**src/rtl/robot_motion_executor.sv**
```systemverilog
// Motion executor: turns one-hot front/turn/remove commands into timed
// actuator pulses and tracks heading, position, trash count and step budget.
module robot_motion_executor #(
    parameter int MOVE_CYCLES   = 4,
    parameter int TURN_CYCLES   = 2,
    parameter int REMOVE_CYCLES = 3,
    parameter int POS_W         = 8,
    parameter int CNT_W         = 8,
    parameter int STEP_LIMIT    = 200
) (
    input  logic                    clock,
    input  logic                    reset,
    input  logic                    cmd_valid,
    input  logic                    cmd_front,
    input  logic                    cmd_turn,
    input  logic                    cmd_remove,
    output logic                    cmd_ready,
    output logic                    cmd_err,
    output logic                    motor_fwd,
    output logic                    motor_rot,
    output logic                    brush_on,
    output logic                    done,
    output logic [1:0]              heading,
    output logic signed [POS_W-1:0] pos_x,
    output logic signed [POS_W-1:0] pos_y,
    output logic [CNT_W-1:0]        removed_count,
    output logic [15:0]             step_count,
    output logic                    halted
);

    typedef enum logic [2:0] {
        IDLE,
        MOVE,
        TURN,
        REMOVE,
        HALT
    } state_t;

    localparam logic [POS_W-1:0] P_ONE = 1;
    localparam logic [CNT_W-1:0] C_ONE = 1;

    state_t      state;
    logic [15:0] op_cnt;
    logic [2:0]  cmd_bits;
    logic        one_hot;
    logic        multi;
    logic        last;
    logic [15:0] step_next;

    assign cmd_bits  = {cmd_front, cmd_turn, cmd_remove};
    assign one_hot   = $onehot(cmd_bits);
    assign multi     = (cmd_bits != 3'b000) && !one_hot;
    assign last      = (op_cnt == 16'd0);
    assign step_next = step_count + 16'd1;

    always_ff @(posedge clock) begin
        if (reset) begin
            state         <= IDLE;
            op_cnt        <= '0;
            cmd_ready     <= 1'b1;
            cmd_err       <= 1'b0;
            motor_fwd     <= 1'b0;
            motor_rot     <= 1'b0;
            brush_on      <= 1'b0;
            done          <= 1'b0;
            heading       <= 2'd0;
            pos_x         <= '0;
            pos_y         <= '0;
            removed_count <= '0;
            step_count    <= '0;
            halted        <= 1'b0;
        end else begin
            done    <= 1'b0;
            cmd_err <= 1'b0;
            unique case (state)
                IDLE: begin
                    if (cmd_valid && one_hot) begin
                        cmd_ready <= 1'b0;
                        unique case (1'b1)
                            cmd_front: begin
                                state     <= MOVE;
                                op_cnt    <= 16'(MOVE_CYCLES - 1);
                                motor_fwd <= 1'b1;
                            end
                            cmd_turn: begin
                                state     <= TURN;
                                op_cnt    <= 16'(TURN_CYCLES - 1);
                                motor_rot <= 1'b1;
                            end
                            cmd_remove: begin
                                state    <= REMOVE;
                                op_cnt   <= 16'(REMOVE_CYCLES - 1);
                                brush_on <= 1'b1;
                            end
                        endcase
                    end else if (cmd_valid && multi) begin
                        cmd_err <= 1'b1;
                    end
                end
                MOVE: begin
                    if (last) begin
                        motor_fwd  <= 1'b0;
                        done       <= 1'b1;
                        step_count <= step_next;
                        unique case (heading)
                            2'd0: pos_y <= pos_y + P_ONE;
                            2'd1: pos_x <= pos_x + P_ONE;
                            2'd2: pos_y <= pos_y - P_ONE;
                            2'd3: pos_x <= pos_x - P_ONE;
                        endcase
                        // the move that spends the budget parks us for good
                        if (step_next == 16'(STEP_LIMIT)) begin
                            state  <= HALT;
                            halted <= 1'b1;
                        end else begin
                            state     <= IDLE;
                            cmd_ready <= 1'b1;
                        end
                    end else begin
                        op_cnt <= op_cnt - 16'd1;
                    end
                end
                TURN: begin
                    if (last) begin
                        motor_rot <= 1'b0;
                        done      <= 1'b1;
                        heading   <= heading + 2'd1;
                        state     <= IDLE;
                        cmd_ready <= 1'b1;
                    end else begin
                        op_cnt <= op_cnt - 16'd1;
                    end
                end
                REMOVE: begin
                    if (last) begin
                        brush_on  <= 1'b0;
                        done      <= 1'b1;
                        state     <= IDLE;
                        cmd_ready <= 1'b1;
                        if (~&removed_count)
                            removed_count <= removed_count + C_ONE;
                    end else begin
                        op_cnt <= op_cnt - 16'd1;
                    end
                end
                HALT: begin
                    cmd_ready <= 1'b0;
                end
                default: state <= IDLE;
            endcase
        end
    end

endmodule
```
**config.mk**
```make
export PLATFORM = sky130hd
export DESIGN_NAME = robot_motion_executor
export DESIGN_NICKNAME = d
export VERILOG_FILES = /design/src/rtl/robot_motion_executor.sv
export SDC_FILE = /design/constraint.sdc
export NUM_CORES = 1
export LEC_CHECK = 0
export ABC_AREA = 1
export CORE_MARGIN = 2
export CORE_UTILIZATION = 39
export CTS_BUF_LIST = sky130_fd_sc_hd__clkbuf_16
export DETAILED_ROUTE_END_ITERATION = 16
export GPL_ROUTABILITY_DRIVEN = 0
export PLACE_DENSITY = 0.71
export SLEW_MARGIN = 20
export SYNTH_ARGS = -nofsm -noshare
export SYNTH_HDL_FRONTEND = slang
export SYNTH_SLANG_ARGS = --single-unit
export TNS_END_PERCENT = 5
```
**constraint.sdc**
```tcl
create_clock -name clock -period 5 [get_ports clock]
set_input_delay 0.75 -clock clock [delete_from_list [all_inputs] [get_ports clock]]
set_output_delay 0.75 -clock clock [all_outputs]
set_load 0.02 [all_outputs]
```
==> results.sh, run 1 <==
export IMPL_vias=3889
export IMPL_arrival_ns=2.94
export IMPL_design_area_um2=5080
export IMPL_place_hpwl_um=7040
export IMPL_cp_depth=7
export IMPL_power_frac_clock_pct=35.7
export IMPL_die_w_um=106
export IMPL_crit_buf_inv=1
export IMPL_finalSetupViolCount=0
export IMPL_die_h_um=106
export IMPL_place_ws_ns=2.00
export IMPL_start_kind="input port"
export IMPL_ys_types=38
export IMPL_dpl_cell_area_um2=4760
export IMPL_synth_top_area_share_pct=33.3
export IMPL_antenna_cells=0
export IMPL_worstPathRequired_ns=5.26
export IMPL_grt_max_degree=41
export IMPL_ys_seq_elements=68
export IMPL_drv_cap=0
export IMPL_postSynthCellCount=576
export IMPL_multi_input_area_um2=2360
export IMPL_htree_levels=3
export IMPL_root_buffer="clkbuf_16"
export IMPL_switchingPower_mw=0.666
export IMPL_hold_viol=0
export IMPL_grt_usage_pct=17.9
export IMPL_ys_top_cells_by_count="nand2_1 (87), inv_1 (75), dfxtp_1 (68)"
export IMPL_rows=37
export IMPL_crit_path_max_fanout=10
export IMPL_ir_drop_v=0.000167
export IMPL_crit_family="simple AND/OR/NAND/NOR gates"
export IMPL_initial_core_util_pct=39.9
export IMPL_synth_seq_area_share_pct=33.3
export IMPL_avgSynthCellArea_um2=7.09
export IMPL_hold_class="flop to flop"
export IMPL_yosysTopAreaCell="dfxtp_1"
export IMPL_power_frac_seq_pct=34.1
export IMPL_critPathKind="input port to flop"
export IMPL_crit_chain="clkdlybuf4s50_1 -> fa_1 -> nand3_1 -> nor2_8 -> nor2_1 -> o21ai_0 -> a21oi_1"
export IMPL_cts_resized_gates=0
export IMPL_synth_nets=605
export IMPL_pwr_share_comb_pct=30.2
export IMPL_min_period_ns=2.68
export IMPL_design_core_area_um2=10200
export IMPL_power_total_mw=1.89
export IMPL_dr_pass1_iters=5
export IMPL_io_pins=55
export IMPL_slew_violations=0
export IMPL_io_buffer_count=54
export IMPL_intPower_mw=1.23
export IMPL_grt_pass1_wl_um=16600
export IMPL_layout_nets=662
export IMPL_cts_tree="done"
export IMPL_async_flop_share_pct=0
export IMPL_fin_ws_ns=2.32
export IMPL_postCtsHoldBufs=0
export IMPL_period_share_pct=53.5
export IMPL_cts_buffers=9
export IMPL_drive_gt1_share_pct=9.87
export IMPL_insertion_delay_ns=0.33
export IMPL_final_antenna_net_count=0
export IMPL_grt_pass1_vias=3802
export IMPL_ff_latch_area_um2=1360
export IMPL_synth_flop_cell="dfxtp_1"
export IMPL_switching_share_pct=35.2
export IMPL_leakagePower_nw=2.08
export IMPL_antenna_found_initial=0
export IMPL_grt_ovfl_total=0
export IMPL_synthTopCellsByArea="dfxtp_1 (33%), nand2_1 (8.0%), a21oi_1 (7.4%)"
export IMPL_worstMarginPinSlew_ns=0.640
export IMPL_max_stage_delay_ns=0.56
export IMPL_r2r_cells=10
export IMPL_fill_cells=960
export IMPL_post_cts_setup_buffer_count=0
export IMPL_routed_via_density=5.02
export IMPL_avgRoutedWirePerCell_um=12.6
export IMPL_max_freq_ghz=0.374
export IMPL_yosys_warnings=0
export IMPL_synth_edf_count=0
export IMPL_slew_headroom_pct=57.3
export IMPL_critPathSlowestCell="clkdlybuf4s50_1"
export IMPL_p_per_area_nw_per_um2=373
export IMPL_cts_sinks=68
export IMPL_dieArea_um2=11300
export IMPL_tns_ns=0
export IMPL_clockBufferDepth=2
export IMPL_syn_cell_area_um2=4090
export IMPL_syn_to_final_growth_pct=24.3
export IMPL_status="finished, final reports clean"
export IMPL_clkTransAtPathRegs_ns=0.06
export IMPL_critPathCaptureType="flop"
export IMPL_first_iter_violations=191
export IMPL_wl_um=9720
export IMPL_drc=0
export IMPL_skew_ns=0.00483
export IMPL_rsz0062_at_grt="no"
export IMPL_final_util_pct=49.6
export IMPL_yosysMostFrequentCell="nand2_1"
export IMPL_min_path_cells=2
## path summary, 6_finish.rpt
| path | from | end | slack [ns] |
|---|---|---|---|
| setup / recovery | cmd_turn | op_cnt[4] | 2.32 |
| setup reg to reg | heading[0] | pos_y[6] | 2.65 |
| hold reg to reg | motor_fwd | motor_fwd | 0.47 |
| hold / removal | motor_fwd | motor_fwd | 0.47 |
## logic make-up after synthesis
kind of cell | count (synthesis) | synth area share (%)
AOI/OAI and AO/OA | 132 | 17.1
xor gates and xnor gates | 17 | 3.64
adders and majority gates | 23 | 7.60
buffers and inverters | 94 | 8.97
DFF | 68 | 33.3
and+or+nand+nor | 242 | 29.4
## power by group through the flow
| stage | clock (mW) | combinational (mW) | sequential [mW] |
|---|---|---|---|
| 3_3_place_gp | 0 | 0.552 | 0.653 |
| 4_1_cts | 0.686 | 0.571 | 0.644 |
| 6_report | 0.676 | 0.571 | 0.645 |
| 5_1_grt | 0.707 | 0.638 | 0.652 |
| 3_5_place_dp | 0 | 0.566 | 0.655 |
| 2_1_floorplan | 0 | 0.404 | 0.671 |
## sequential cells by signal (all words and copies together), names as in the netlist, 2 cells and up
register / cells
state: 3
pos_x: 8
removed_count: 8
heading: 2
pos_y: 8
step_count: 16
op_cnt: 16
## routing by layer
| metal | vias to the layer above | wire length [um] | track usage, % |
|---|---|---|---|
| met1 | 1789 | 4430 | 22.0 |
| met4 | 0 | 78 | 5.17 |
| met5 | - | 0 | 0 |
| met3 | 8 | 369 | 3.49 |
| met2 | 60 | 4840 | 31.5 |
| li1 | 2032 | - | - |
## tightest hold or removal path, stage by stage (launching register included)
cell,delay [ns]
dfxtp_1,0.31
inv_1,0.05
a211oi_1,0.06
## cell type report
| cell class | instances | share of cell area, % |
|---|---|---|
| clock buffer | 9 | 4.44 |
| sequential | 68 | 26.8 |
| multi-input combinational | 414 | 46.4 |
| clock inverter | 7 | 1.80 |
| tap | 136 | 3.35 |
| timing repair buffer | 55 | 10.8 |
| inverter | 85 | 6.36 |
## cells in the final DEF, fill, tap and decap left out, types with 2 or more instances in the layout
| master | Yosys | routed |
|---|---|---|
| clkbuf_16 | 0 | 9 |
| a21oi_1 | 60 | 60 |
| bufinv_16 | 0 | 2 |
| xor2_1 | 11 | 11 |
| or2_2 | 2 | 2 |
| nor3_1 | 19 | 19 |
| nand3_1 | 24 | 24 |
| nand2_1 | 87 | 87 |
| o21ai_0 | 50 | 50 |
| nor2_8 | 3 | 3 |
| o21ai_1 | 6 | 6 |
| a31oi_1 | 5 | 5 |
| clkdlybuf4s50_1 | 0 | 54 |
| nor2_2 | 11 | 11 |
| nand2_2 | 6 | 6 |
| dfxtp_1 | 68 | 68 |
| nor2_1 | 61 | 61 |
| o21bai_1 | 2 | 2 |
| nand3_2 | 3 | 3 |
| a211oi_1 | 5 | 5 |
| ha_1 | 20 | 20 |
| inv_2 | 7 | 8 |
| clkinv_2 | 1 | 4 |
| fa_1 | 3 | 3 |
| inv_1 | 75 | 74 |
| nor2_4 | 7 | 7 |
| o311ai_0 | 2 | 2 |
| nor3_2 | 2 | 2 |
| nand4_1 | 13 | 13 |
| xnor2_1 | 6 | 6 |
## per-stage QoR
step	cells	hold slack, ns
3_3_place_gp	758	0.459
2_1_floorplan	576	0.443
4_1_cts	774	0.475
6_report	774	0.472
3_5_place_dp	758	0.466
5_1_grt	774	0.499
No activity file was read; power rests on OpenSTA's default activity.
==> run 2, diff against run 1 <==
PLACE_DENSITY = 0.73   (was 0.71)
clock period = 2.4 ns   (was 5 ns; I/O delays follow)
==> results.sh, run 2 (synthesis results as in run 1) <==
export IMPL_status="finished, final reports clean"
export IMPL_htree_levels=3
export IMPL_fin_cells=782
export IMPL_period_share_pct=91.5
export IMPL_cts_sinks=68
export IMPL_design_core_area_um2=10200
export IMPL_antenna_found_initial=0
export IMPL_io_pins=55
export IMPL_routed_via_density=5.00
export IMPL_r2r_cells=10
export IMPL_place_ws_ns=-0.167
export IMPL_r2r_slack_ns=0.21
export IMPL_hold_class="flop to flop"
export IMPL_fill_cells=969
export IMPL_root_buffer="clkbuf_16"
export IMPL_leakagePower_nw=2.10
export IMPL_die_h_um=106
export IMPL_max_freq_ghz=0.455
export IMPL_critPathKind="input port to flop"
export IMPL_cts_buffers=9
export IMPL_worstReg2RegStart="heading[0]"
export IMPL_mostFrequentLayoutCells="nand2_1 (87), inv_1 (76), dfxtp_1 (68), nor2_1 (61), a21oi_1 (60)"
export IMPL_grt_pass1_vias=3638
export IMPL_slew_headroom_pct=60.0
export IMPL_finalSetupViolCount=0
export IMPL_vias=3913
export IMPL_crit_end="op_cnt[13]"
export IMPL_grt_pass1_wl_um=16300
export IMPL_io_buffer_count=54
export IMPL_die_w_um=106
export IMPL_clkTransAtPathRegs_ns=0.05
export IMPL_crit_family="simple AND/OR/NAND/NOR gates"
export IMPL_arrival_ns=2.46
export IMPL_grt_ovfl_total=0
export IMPL_worstMarginPinSlew_ns=0.597
export IMPL_cp_depth=12
export IMPL_grt_usage_pct=17.5
export IMPL_p_per_area_nw_per_um2=724
export IMPL_insertion_delay_ns=0.33
export IMPL_max_stage_delay_ns=0.54
export IMPL_final_util_pct=49.7
export IMPL_first_iter_violations=197
export IMPL_fin_ws_ns=0.203
export IMPL_critPathSlowestCell="fa_1"
export IMPL_wl_um=9440
export IMPL_layout_nets=672
export IMPL_slew_violations=0
export IMPL_dieArea_um2=11300
export IMPL_rsz0062_at_grt="no"
export IMPL_initial_core_util_pct=39.9
export IMPL_crit_path_max_fanout=5
export IMPL_skew_ns=0.00672
export IMPL_critPathLaunch="cmd_front"
export IMPL_syn_to_final_growth_pct=24.5
export IMPL_place_hpwl_um=7150
export IMPL_rows=37
export IMPL_post_cts_setup_buffer_count=0
export IMPL_crit_path_frequent_cell="nand2_1"
export IMPL_clockBufferDepth=2
export IMPL_ir_drop_v=0.000326
export IMPL_avgRoutedWirePerCell_um=12.1
export IMPL_crit_chain="clkdlybuf4s50_1 -> fa_1 -> nand3_1 -> nor2_8 -> inv_2 -> nand2_4 -> nand2_2 -> nor3_2 -> nand2_1 -> nand2_1 -> nand2_1 -> nor2_1"
export IMPL_cts_tree="done"
export IMPL_final_common_cell="nand2_1"
export IMPL_grt_max_degree=25
export IMPL_min_period_ns=2.20
export IMPL_antenna_cells=0
export IMPL_crit_buf_inv=2
export IMPL_tns_ns=0
export IMPL_final_antenna_net_count=0
export IMPL_dp_cells=768
export IMPL_top_regs="op_cnt: 16 flops, step_count: 16 flops"
export IMPL_start_kind="input port"
export IMPL_hold_viol=0
export IMPL_r2r_end="pos_y[6]"
export IMPL_critPathCaptureType="flop"
export IMPL_drv_cap=0
export IMPL_worstPathRequired_ns=2.66
export IMPL_drc=0
export IMPL_drive_gt1_share_pct=10.7
export IMPL_power_total_mw=3.68
export IMPL_dr_pass1_iters=5
## run 2: final cells by class
class                           instances  area (um^2)  share of cell area (%)
Tap cell                              136          170                    3.35
Clock buffer                            9          225                    4.43
Multi-Input combinational cell        414         2360                    46.4
Sequential cell                        68         1360                    26.8
Inverter                               85          323                    6.35
Timing Repair Buffer                   65          623                    12.3
Clock inverter                          5         22.5                   0.443
## run 2: worst min path at each step
stage	slack (ns)	to	cells after the start	from
2_1_floorplan	0.44	op_cnt[2]	1	op_cnt[2]
3_3_place_gp	0.46	op_cnt[2]	1	op_cnt[2]
3_5_place_dp	0.46	motor_fwd	2	motor_fwd
4_1_cts	0.47	motor_fwd	2	motor_fwd
5_1_grt	0.49	motor_fwd	2	motor_fwd
6_report	0.47	motor_fwd	2	motor_fwd
## run 2: tightest hold or removal path, cell delays in order (launching register included)
cell and delay [ns]:
dfxtp_1 0.31, inv_1 0.05, a211oi_1 0.06
## run 2: repair_timing
action | in CTS | in global routing
gates resized for setup | 0 | 1
endpoints found under the setup margin | 0 | 2
hold buffers | 0 | 0
## run 2: metrics by stage
stage,cell area (um^2),hold slack [ns]
2_1_floorplan,4090,0.443
3_3_place_gp,4830,0.458
3_5_place_dp,4830,0.459
4_1_cts,5080,0.472
5_1_grt,5080,0.495
6_report,5080,0.467
## run 2: power by group
part	switching, mW	total [mW]	internal, mW
clock	0.465	1.14	0.673
combinational	0.769	1.20	0.434
sequential	0.111	1.34	1.23
total	1.34	3.68	2.34
## run 2: per-layer routing
layer	global-route usage, %	vias to the layer above	wire length (um)
met1	22.2	1769	4370
met4	5.26	0	125
met2	29.9	74	4550
li1	-	2056	-
met3	3.43	14	399
met5	0	-	0
==> run 3, diff against run 2 <==
CORE_MARGIN = default   (was 2)
CORE_UTILIZATION = 50   (was 39)
PLACE_DENSITY = default   (was 0.73)
PLACE_DENSITY_LB_ADDON = 0.25   (was default)
==> results.sh, run 3 (synthesis results as in run 1) <==
export IMPL_clockBufferDepth=2
export IMPL_rsz0062_at_grt="no"
export IMPL_design_core_area_um2=7810
export IMPL_initial_core_util_pct=52.3
export IMPL_insertion_delay_ns=0.33
export IMPL_r2r_slack_ns=0.12
export IMPL_antenna_found_initial=0
export IMPL_cts_tree="done"
export IMPL_min_path_cells=2
export IMPL_critPathKind="flop to flop"
export IMPL_critPathLaunch="heading[0]"
export IMPL_hold_class="flop to flop"
export IMPL_postCtsHoldBufs=0
export IMPL_syn_to_final_growth_pct=24.4
export IMPL_cts_sinks=68
export IMPL_grt_ovfl_total=0
export IMPL_worstPathRequired_ns=2.62
export IMPL_start_kind="flop"
export IMPL_first_iter_violations=136
export IMPL_switching_share_pct=35.7
export IMPL_fill_cells=694
export IMPL_final_util_pct=65.1
export IMPL_avgRoutedWirePerCell_um=12.6
export IMPL_layout_nets=671
export IMPL_pwr_share_comb_pct=31.8
export IMPL_crit_path_max_fanout=7
export IMPL_critPathCaptureType="flop"
export IMPL_ir_drop_v=0.000559
export IMPL_slew_headroom_pct=59.7
export IMPL_drive_gt1_share_pct=10.7
export IMPL_grt_max_degree=32
export IMPL_die_h_um=92.4
export IMPL_r2r_cells=10
export IMPL_clkTransAtPathRegs_ns=0.06
export IMPL_intPower_mw=2.46
export IMPL_rows=32
export IMPL_arrival_ns=2.49
export IMPL_antenna_cells=0
export IMPL_vias=3952
export IMPL_crit_end="pos_y[6]"
export IMPL_place_hpwl_um=7050
export IMPL_r2r_end="pos_y[6]"
export IMPL_switchingPower_mw=1.37
export IMPL_final_antenna_net_count=0
export IMPL_root_buffer="clkbuf_16"
export IMPL_wl_um=9460
export IMPL_dr_pass1_iters=5
export IMPL_top_regs="op_cnt: 16 flops, step_count: 16 flops"
export IMPL_worstMarginPinSlew_ns=0.602
export IMPL_io_pins=55
export IMPL_slew_violations=0
export IMPL_p_per_area_nw_per_um2=753
export IMPL_power_frac_seq_pct=35.1
export IMPL_grt_pass1_wl_um=16300
export IMPL_final_common_cell="nand2_1"
export IMPL_die_w_um=92.4
export IMPL_power_frac_clock_pct=33.1
export IMPL_min_period_ns=2.28
export IMPL_grt_pass1_vias=3657
export IMPL_drc=0
export IMPL_cts_buffers=9
export IMPL_drv_cap=0
export IMPL_finalSetupViolCount=0
export IMPL_max_freq_ghz=0.439
export IMPL_worstReg2RegStart="heading[0]"
export IMPL_routed_via_density=5.28
export IMPL_skew_ns=0.00722
export IMPL_io_buffer_count=54
export IMPL_fin_ws_ns=0.123
export IMPL_dieArea_um2=8540
export IMPL_htree_levels=3
export IMPL_status="finished, final reports clean"
export IMPL_period_share_pct=94.9
export IMPL_mostFrequentLayoutCells="nand2_1 (87), inv_1 (76), dfxtp_1 (68), nor2_1 (61), a21oi_1 (60)"
export IMPL_place_ws_ns=-0.121
export IMPL_hold_viol=0
export IMPL_grt_usage_pct=23.6
export IMPL_leakagePower_nw=2.11
## run 3: cell count changes in the layout (fill, tap and decap cells not counted)
| cell | previous run | this run |
|---|---|---|
| clkinvlp_4 | 0 | 2 |
| o311ai_0 | 2 | 1 |
| buf_4 | 11 | 9 |
| o311ai_1 | 0 | 1 |
| clkinv_2 | 4 | 2 |
| bufinv_16 | 0 | 1 |
| buf_12 | 0 | 1 |
## run 3: worst max-delay path: stages (launching register included)
cell      delay (ns)
dfxtp_1         0.35
inv_1           0.14
ha_2            0.29
inv_1           0.07
fa_1            0.40
o21ai_0         0.36
a21oi_1         0.11
o21bai_1        0.18
o21ai_1         0.07
a21oi_1         0.13
nor2_1          0.05
## run 3: stage by stage
step           TNS (ns)  instance area [um^2]  hold slack (ns)  power [mW]  cells
5_1_grt               0                  5080            0.486        4.07    748
6_report              0                  5080            0.468        3.82    748
4_1_cts               0                  5080            0.471        3.84    748
2_1_floorplan         0                  4090            0.443        2.24    576
3_5_place_dp     -0.887                  4800            0.457        2.57    733
3_3_place_gp     -0.262                  4800            0.464        2.53    733
## run 3: layer usage
| metal | track usage (%) | up-vias | share of wire, % |
|---|---|---|---|
| met5 | 0 | - | 0 |
| met4 | 10.8 | 0 | 2.4 |
| met3 | 3.94 | 22 | 4.2 |
| met1 | 30.1 | 1796 | 46 |
| li1 | - | 2040 | - |
| met2 | 38.8 | 94 | 48 |
## run 3: how the worst min path moves through the flow
stage,endpoint,slack [ns],start
2_1_floorplan,op_cnt[2],0.44,op_cnt[2]
3_3_place_gp,op_cnt[2],0.46,op_cnt[2]
3_5_place_dp,motor_fwd,0.46,motor_fwd
4_1_cts,motor_fwd,0.47,motor_fwd
5_1_grt,motor_fwd,0.49,motor_fwd
6_report,motor_fwd,0.47,motor_fwd
## run 3: cell type report
| class | count | area (um^2) | share of cell area (%) |
|---|---|---|---|
| clock buffer | 9 | 225 | 4.43 |
| clock inverter | 6 | 57.6 | 1.13 |
| inverter | 85 | 323 | 6.35 |
| multi-input combinational | 414 | 2360 | 46.4 |
| sequential | 68 | 1360 | 26.8 |
| tap | 102 | 128 | 2.51 |
| timing repair buffer | 64 | 628 | 12.4 |
## run 3: power groups by stage
stage          sequential [mW]  clock, mW  combinational, mW
6_report                  1.34       1.27               1.22
5_1_grt                   1.35       1.35               1.36
4_1_cts                   1.34       1.29               1.21
3_5_place_dp              1.36          0               1.20
3_3_place_gp              1.36          0               1.17
2_1_floorplan             1.40          0              0.842
## run 3: timing repair
action,CTS,global route
setup buffers,0,0
resized for setup,0,2
setup endpoints to repair,0,2
